### config.mk
export PLATFORM = sky130hd
export DESIGN_NAME = fetch_stage
export DESIGN_NICKNAME = d
export VERILOG_FILES = /design/src/rtl/fetch_stage.sv
export SDC_FILE = /design/constraint.sdc
export NUM_CORES = 1
export LEC_CHECK = 0
export ABC_AREA = 1
export ABC_CLOCK_PERIOD_IN_PS = 3300
export CORE_MARGIN = 2
export CORE_UTILIZATION = 40
export DETAILED_ROUTE_END_ITERATION = 12
export PLACE_DENSITY = 0.86
export SYNTH_ARGS = -nofsm -noshare
export SYNTH_HDL_FRONTEND = slang
export SYNTH_SLANG_ARGS = --single-unit
### constraint.sdc
create_clock -name i_Clock -period 3.3 [get_ports i_Clock]
set_input_delay 0.99 -clock i_Clock [delete_from_list [all_inputs] [get_ports i_Clock]]
set_output_delay 0.99 -clock i_Clock [all_outputs]
set_load 0.02 [all_outputs]
### src/rtl/fetch_stage.sv
// RV32 instruction fetch stage: PC register, combinational ROM address and IF/ID register.
// Optional FETCH_MISALIGN_EN traps misaligned redirects to TRAP_VECTOR and flags o_Misalign.
module fetch_stage #(
  parameter int unsigned                  ADDR_WIDTH   = 32,
  parameter int unsigned                  INST_WIDTH   = 32,
  parameter logic [ADDR_WIDTH-1:0]        RESET_VECTOR = 32'h0000_0000,
  parameter logic [INST_WIDTH-1:0]        NOP_INST     = 32'h0000_0013
`ifdef FETCH_MISALIGN_EN
  ,
  parameter logic [ADDR_WIDTH-1:0]        TRAP_VECTOR  = 32'h0000_0010
`endif
) (
  input  logic                  i_Clock,
  input  logic                  i_Reset,
  output logic [ADDR_WIDTH-1:0] o_PgmAddr,
  input  logic [INST_WIDTH-1:0] i_PgmInst,
  input  logic                  i_Stall,
  input  logic                  i_Redirect,
  input  logic [ADDR_WIDTH-1:0] i_RedirectAddr,
  output logic [INST_WIDTH-1:0] o_Inst,
  output logic [ADDR_WIDTH-1:0] o_PC,
  output logic                  o_Valid
`ifdef FETCH_MISALIGN_EN
  ,
  output logic                  o_Misalign
`endif
);

  logic [ADDR_WIDTH-1:0] pc_q, pc_d;
  logic [INST_WIDTH-1:0] inst_q, inst_d;
  logic [ADDR_WIDTH-1:0] opc_q, opc_d;
  logic                  valid_q, valid_d;
  logic [ADDR_WIDTH-1:0] redirect_pc;
  logic                  misalign;

`ifdef FETCH_MISALIGN_EN
  logic mis_q, mis_d;

  assign misalign    = |i_RedirectAddr[1:0];
  assign redirect_pc = misalign ? TRAP_VECTOR : i_RedirectAddr;
`else
  // Targets are word-aligned by clearing the low two bits.
  assign misalign    = 1'b0;
  assign redirect_pc = i_RedirectAddr & ~ADDR_WIDTH'(3);
`endif

  always_comb begin
    pc_d    = pc_q;
    inst_d  = inst_q;
    opc_d   = opc_q;
    valid_d = valid_q;
`ifdef FETCH_MISALIGN_EN
    mis_d   = 1'b0;
`endif
    if (i_Redirect) begin
      // Drop the word currently at the ROM output and insert a bubble.
      pc_d    = redirect_pc;
      inst_d  = NOP_INST;
      opc_d   = pc_q;
      valid_d = 1'b0;
`ifdef FETCH_MISALIGN_EN
      mis_d   = misalign;
`endif
    end else if (!i_Stall) begin
      inst_d  = i_PgmInst;
      opc_d   = pc_q;
      valid_d = 1'b1;
      pc_d    = pc_q + ADDR_WIDTH'(4);
    end
  end

  always_ff @(posedge i_Clock or posedge i_Reset) begin
    if (i_Reset) begin
      pc_q    <= RESET_VECTOR;
      inst_q  <= NOP_INST;
      opc_q   <= '0;
      valid_q <= 1'b0;
    end else begin
      pc_q    <= pc_d;
      inst_q  <= inst_d;
      opc_q   <= opc_d;
      valid_q <= valid_d;
    end
  end

`ifdef FETCH_MISALIGN_EN
  always_ff @(posedge i_Clock or posedge i_Reset) begin
    if (i_Reset) begin
      mis_q <= 1'b0;
    end else begin
      mis_q <= mis_d;
    end
  end

  assign o_Misalign = mis_q;
`else
  logic unused_misalign;
  assign unused_misalign = misalign;
`endif

  assign o_PgmAddr = pc_q;
  assign o_Inst    = inst_q;
  assign o_PC      = opc_q;
  assign o_Valid   = valid_q;

endmodule

### Word-level counts from Yosys, hierarchy flattened

Cells that the tools add are included.

* flip-flop bits (word level): 97
* output and inout port bits: 97

* add/sub/neg operators: 1
* equality and inequality tests: 1
* multiplexer cells: 8

Operators by type and width (count)
* two-way mux 32 bit: 6
* adder 32 x 3 -> 32 bit, second input constant: 1
* two-way mux 1 bit: 2
* inequality test 2 x 1 -> 1 bit, second input constant: 1

### Logic depth before layout (Yosys ltp)

Gate-level depths: netlist of the first run.

* depth after elaboration: 3
* depth in mapped cells: 10
* mapped depth without buffers: 10

### Least setup slack after synthesis of the first run

OpenSTA, ideal clock, no wires.

* path type: input-to-reg
* start: input i_Redirect
* end: register opc_q[5], in the netlist o_PC[5]
* cell stages on the path: 5
* setup time: 0.128 ns
* arrival: 1.747 ns
* setup slack: 1.425 ns
* cell sequence: buf_2 > nor2_4 > buf_2 > buf_2 > o21ai_0

* word-level cells in the longest chain between the ends: 1

Ends and longest elaborated chain
* start, declared: line 18 `input logic i_Redirect,`
* inequality test 2 x 1 -> 1 bit (no line) / two-way mux 32 bit (equally long branches)
* end signal, assigned: line 81 `opc_q <= opc_d;`
* end, declared: line 31 `logic [ADDR_WIDTH-1:0] opc_q, opc_d;`

Several ways; a longest one is shown, not always the timed one.
A chain may end at the register's enable or synchronous reset.

### Worst setup path after layout of the first run

* start: register pc_q[4], in the netlist o_PgmAddr[4]
* end: output o_PgmAddr[4]

RTL lines
* start, declared: line 29 `logic [ADDR_WIDTH-1:0] pc_q, pc_d;`
* start signal, assigned: line 79 `pc_q <= pc_d;`
* end, declared: line 15 `output logic [ADDR_WIDTH-1:0] o_PgmAddr,`

No word-level cell between the ends.

==> results of run 1 <==
-- worst paths after layout --
path,start,to,cells past startpoint
hold reg to reg,o_PC[9],o_PC[9],2
setup reg to reg,o_PgmAddr[3],o_PgmAddr[16],7
hold / removal,o_PC[9],o_PC[9],2
setup / recovery,o_PgmAddr[4],o_PgmAddr[4],1
max in group asynchronous,i_Reset,o_PgmAddr[31],3
min in group asynchronous,i_Reset,o_PC[8],2
-- cells in the mapped netlist (all sizes together), types with 5 or more instances --
cell,number
a22o,29
o21bai,6
o21ai,48
dfrtp,90
buf,20
a21oi,10
nand2,155
clkbuf,5
nand3,34
o211ai,7
inv,50
nor2,51
xor2,5
-- worst register-to-register path: stages, from the launching register on --
cell      delay [ps]
dfrtp_1          470
ha_1             270
nand3_1          140
nor2_1           300
inv_1            140
o21ai_0          160
nand3_1           90
o211ai_1          90
-- power groups by stage --
stage / sequential, uW / combinational, uW / clock, uW
after floorplan: 1500 / 238 / 0
after global placement: 1380 / 747 / 0
after detailed placement: 1380 / 762 / 0
after CTS: 1360 / 766 / 907
after global routing: 1380 / 820 / 946
final: 1360 / 760 / 885
-- area by class of cell --
| cell class | count | area share |
|---|---|---|
| Multi-Input combinational cell | 360 | 0.284 |
| Timing Repair Buffer | 167 | 0.261 |
| Tap cell | 140 | 0.0272 |
| Clock inverter | 5 | 0.0126 |
| Clock buffer | 11 | 0.0235 |
| Inverter | 50 | 0.0297 |
| Sequential cell | 93 | 0.361 |
-- per-stage QoR --
| step | worst slack, ps | area, sq um | hold slack (ps) |
|---|---|---|---|
| 6_report | 761 | 6450 | 489 |
| 5_1_grt | 695 | 6450 | 504 |
| 4_1_cts | 733 | 6450 | 491 |
| 3_5_place_dp | 454 | 6220 | 470 |
| 3_3_place_gp | 562 | 6220 | 464 |
| 2_1_floorplan | 1220 | 4490 | 566 |
-- sequential cells by signal, summed over array words and instances (netlist names) --
signal     count
o_Inst        32
o_PC          30
o_PgmAddr     30
o_Valid        1
-- layer usage --
layer	wire, um	part of all wire
met5	0	0
met4	258	0.020
met3	881	0.068
met2	6340	0.49
met1	5400	0.42
-- cell families (layout without fill, tap and decap cells) --
family          Yosys count  count (layout)  share of synthesized area
simple gates            244             244                      0.239
compound gates          106             106                      0.155
flops                    93              93                      0.521
buf+inv                  75             233                     0.0713
xor+xnor                  5               5                    0.00979
fa+ha+maj                 1               1                    0.00280
other cells               1               4                   0.000838
==> impl_metrics.env, run 1 <==
export IMPL_status="finished, final reports clean"
export IMPL_final_layout_size_suffix_gt1_frac=0.0700
export IMPL_post_route_min_period_ps=2540
export IMPL_max_stage_delay_ps=660
export IMPL_htreeDepth=3
export IMPL_drtAntennaViolNets=0
export IMPL_crit_slowest_cell="clkdlybuf4s50_1"
export IMPL_cts_sinks=93
export IMPL_p_int_uw=2080
export IMPL_gp_congestion=0.931
export IMPL_dieArea_sq_mm=0.0120
export IMPL_post_cts_buffers=0
export IMPL_postSynthAreaPerCell_sq_um=8.52
export IMPL_drc_errors=0
export IMPL_worstPathMaxFanout=7
export IMPL_netlist_instances=525
export IMPL_crit_arrival_ps=1550
export IMPL_p_per_area_mw_per_mm2=466
export IMPL_slew_headroom=0.536
export IMPL_viasPerCell=5.08
export IMPL_period_share=0.769
export IMPL_r2r_setup_slack_ps=1570
export IMPL_multi_input_area_sq_mm=0.00183
export IMPL_grt_use_total=0.219
export IMPL_hold_class="register to register"
export IMPL_hold_viol=0
export IMPL_initial_utilization=0.411
export IMPL_grt_ovfl_total=0
export IMPL_cts_tree="done"
export IMPL_yosysSeqAreaShare=0.521
export IMPL_nFillCells=982
export IMPL_swShare=0.309
export IMPL_ys_types=30
export IMPL_cts_path_max_buffers=2
export IMPL_layout_common_cells="clkdlybuf4s50_1, nand2_1, dfrtp_1"
export IMPL_port_buffers=158
export IMPL_die_x_um=110
export IMPL_first_iter_violations=234
export IMPL_cts_made_buffers=9
export IMPL_synth_top_cell_by_area="dfrtp_1"
export IMPL_switching_power_uw=930
export IMPL_hold_buffers=0
export IMPL_synth_area_sq_mm=0.00447
export IMPL_rsz0062_at_grt="false"
export IMPL_drt_wirelength_per_cell_um=15.6
export IMPL_met3_usage=0.0379
export IMPL_grt_pass1_vias=4122
export IMPL_slew_viol_final=0
export IMPL_top_usage_layer="met2"
export IMPL_grt_pass1_wl_um=20500
export IMPL_clock_latency_ps=370
export IMPL_via_count=4195
export IMPL_total_power_uw=3010
export IMPL_p_comb_frac=0.253
export IMPL_antenna_found_initial=0
export IMPL_crit_family="buffers and inverters"
export IMPL_seq_area_sq_mm=0.00233
export IMPL_clk_pin_slew_ps=90
export IMPL_grt_met2_usage=0.370
export IMPL_hpwl_um=9520
export IMPL_final_cells=826
export IMPL_num_io_pins=165
export IMPL_yosysWarnings=0
export IMPL_place_inst=810
export IMPL_worst_setup_path_type="register to output pin"
export IMPL_routed_wirelength_um=12900
export IMPL_core_sq_mm=0.0109
export IMPL_antennaDiodeCount=0
export IMPL_fmax_ghz=0.394
export IMPL_final_util=0.593
export IMPL_crit_path_end_kind="output pin"
export IMPL_synthToLayoutAreaGrowth_pct=44.2
export IMPL_clkPwrFrac=0.294
export IMPL_grt_max_degree=97
export IMPL_nets=750
export IMPL_seqPwrFrac=0.453
export IMPL_critPathLaunchType="register"
export IMPL_netlist_top_cells_area="dfrtp_1, nand2_1, a22o_1"
export IMPL_max_slew_worst_pin_slew_ps=695
export IMPL_synth_async_reset_ratio=1.00
export IMPL_tns_ps=0
export IMPL_synthFlopType="dfrtp_1"
export IMPL_crit_required_ps=2310
export IMPL_worstPathCellList="clkdlybuf4s50_1"
export IMPL_synth_edf_count=0
export IMPL_final_setup_skew_ps=9.88
export IMPL_critPathBufInv=1
export IMPL_finalSetupViolCount=0
export IMPL_ys_ff_latch=93
export IMPL_cap_violations=0
export IMPL_post_cts_resized=0
export IMPL_total_leakage_power_uw=0.00288
export IMPL_vdd_drop_max_uv=199
export IMPL_rows=38
export IMPL_yosysTopAreaCellShare=0.503
export IMPL_die_h_um=110
export IMPL_dr_pass1_iters=4
export IMPL_root_buffer="clkbuf_8"
export IMPL_mostFrequentLayoutCell="clkdlybuf4s50_1"
export IMPL_use_met1=0.276
No activity file was read; power rests on OpenSTA's default activity.
==> run 2, diff against run 1 <==
Settings changed: ABC_CLOCK_PERIOD_IN_PS 3300 to 2400, CORE_UTILIZATION 40 to 45, PLACE_DENSITY 0.86 to 0.91.
Clock period 3.3 ns to 2.4 ns, I/O delays scaled along.
==> run 2 against run 1 <==
  * Critical path depth unchanged
  * Worst hold slack lost 2.3 ps
  * Total power grew 36%
  * Clock power is 33% higher
  * Highest routed layer unchanged
==> impl_metrics.env, run 2 (synthesis gave the netlist of run 1 again) <==
export IMPL_crit_required_ps=1680
export IMPL_hold_class="register to register"
export IMPL_status="finished, final reports clean"
export IMPL_post_cts_resized=0
export IMPL_cap_violations=0
export IMPL_cts_sinks=93
export IMPL_grt_ovfl_total=0
export IMPL_drtAntennaViolNets=0
export IMPL_grt_use_total=0.245
export IMPL_timing_rr_start="o_PgmAddr[3]"
export IMPL_post_cts_buffers=0
export IMPL_root_buffer="clkbuf_8"
export IMPL_gp_congestion=0.922
export IMPL_port_buffers=158
export IMPL_max_stage_delay_ps=680
export IMPL_viasPerCell=5.22
export IMPL_critPathLaunchType="register"
export IMPL_slew_viol_final=0
export IMPL_layout_common_cells="clkdlybuf4s50_1, nand2_1, dfrtp_1"
export IMPL_worst_setup_path_type="register to output pin"
export IMPL_hold_viol=0
export IMPL_dieArea_sq_mm=0.0108
export IMPL_hold_start="o_PC[9]"
export IMPL_rsz0062_at_grt="false"
export IMPL_clk_pin_slew_ps=90
export IMPL_clock_latency_ps=360
export IMPL_crit_path_end_kind="output pin"
export IMPL_tns_ps=0
export IMPL_place_inst=808
export IMPL_design_area_sq_mm=0.00648
export IMPL_grt_pass1_wl_um=21400
export IMPL_final_layout_size_suffix_gt1_frac=0.0753
export IMPL_cts_path_max_buffers=2
export IMPL_antenna_found_initial=0
export IMPL_fmax_ghz=0.442
export IMPL_nets=755
export IMPL_synthToLayoutAreaGrowth_pct=45.0
export IMPL_mostFrequentLayoutCell="clkdlybuf4s50_1"
export IMPL_crit_arrival_ps=1540
export IMPL_final_cells=824
export IMPL_drc_errors=0
export IMPL_initial_utilization=0.460
export IMPL_cts_made_buffers=9
export IMPL_r2r_setup_slack_ps=630
export IMPL_worstPathMaxFanout=7
export IMPL_crit_family="buffers and inverters"
export IMPL_critPathBufInv=1
export IMPL_place_area_sq_mm=0.00626
export IMPL_period_share=0.942
export IMPL_grt_max_degree=73
export IMPL_largest_reg_flops=32
export IMPL_total_leakage_power_uw=0.00291
export IMPL_hold_depth=2
export IMPL_hold_end="o_PC[9]"
export IMPL_vdd_drop_max_uv=325
export IMPL_cts_tree="done"
export IMPL_total_power_uw=4100
export IMPL_p_per_area_mw_per_mm2=633
export IMPL_dr_pass1_iters=4
export IMPL_die_h_um=104
export IMPL_antennaDiodeCount=0
export IMPL_core_sq_mm=0.00973
export IMPL_post_route_min_period_ps=2260
export IMPL_htreeDepth=3
export IMPL_final_setup_skew_ps=8.21
export IMPL_via_count=4298
export IMPL_hold_buffers=0
export IMPL_rows=36
export IMPL_routed_wirelength_um=12900
export IMPL_finalSetupViolCount=0
export IMPL_hpwl_um=9580
export IMPL_timing_rr_end="o_PgmAddr[16]"
export IMPL_die_x_um=104
export IMPL_grt_pass1_vias=4286
export IMPL_worstPathCellList="clkdlybuf4s50_1"
export IMPL_crit_slowest_cell="clkdlybuf4s50_1"
export IMPL_ff2ff_path_depth=7
export IMPL_first_iter_violations=223
export IMPL_num_io_pins=165
export IMPL_drt_wirelength_per_cell_um=15.6
export IMPL_cp_startpoint="o_PgmAddr[4]"
-- run 2: changes by cell type in the layout (fill, tap and decap cells not counted) --
cell,previous run,this run
buf_4,6,10
clkinv_2,1,2
inv_6,1,0
buf_12,3,4
clkbuf_1,0,1
clkinvlp_4,2,1
-- run 2: worst max-delay path by stage --
stage | endpoint | slack, ps | cells past startpoint
6_report | o_PgmAddr[4] | 140 | 1
5_1_grt | o_PgmAddr[4] | 80 | 1
2_1_floorplan | o_Inst[10] | 590 | 1
3_3_place_gp | o_PgmAddr[27] | 300 | 7
4_1_cts | o_PgmAddr[4] | 120 | 1
3_5_place_dp | o_PgmAddr[25] | 220 | 7
-- run 2: metal layers --
metal	GRT usage	vias up	wire length (um)
met5	0	-	0
met4	0.0782	0	219
met3	0.0384	17	718
met2	0.430	161	6690
met1	0.312	2084	5250
li1	-	2036	-
-- run 2: cell type report --
type,count,area (sq um)
Fill cell,810,3240
Sequential cell,93,2330
Multi-Input combinational cell,360,1830
Timing Repair Buffer,172,1740
Inverter,50,191
Tap cell,133,166
Clock buffer,12,155
Clock inverter,4,70.1
-- run 2: per-stage QoR --
step / hold WS (ps) / worst slack, ps / util
2_1_floorplan: 566 / 591 / -
3_3_place_gp: 466 / 296 / 0.643
3_5_place_dp: 470 / 221 / 0.643
4_1_cts: 493 / 122 / 0.667
5_1_grt: 525 / 76.3 / 0.667
6_report: 487 / 140 / 0.667
-- run 2: power breakdown --
| group | leakage, uW | switching [uW] | internal [uW] |
|---|---|---|---|
| combinational | 0.00163 | 555 | 496 |
| sequential | 0.00116 | 150 | 1720 |
| clock | 0.000116 | 538 | 641 |
| total | 0.00291 | 1240 | 2860 |
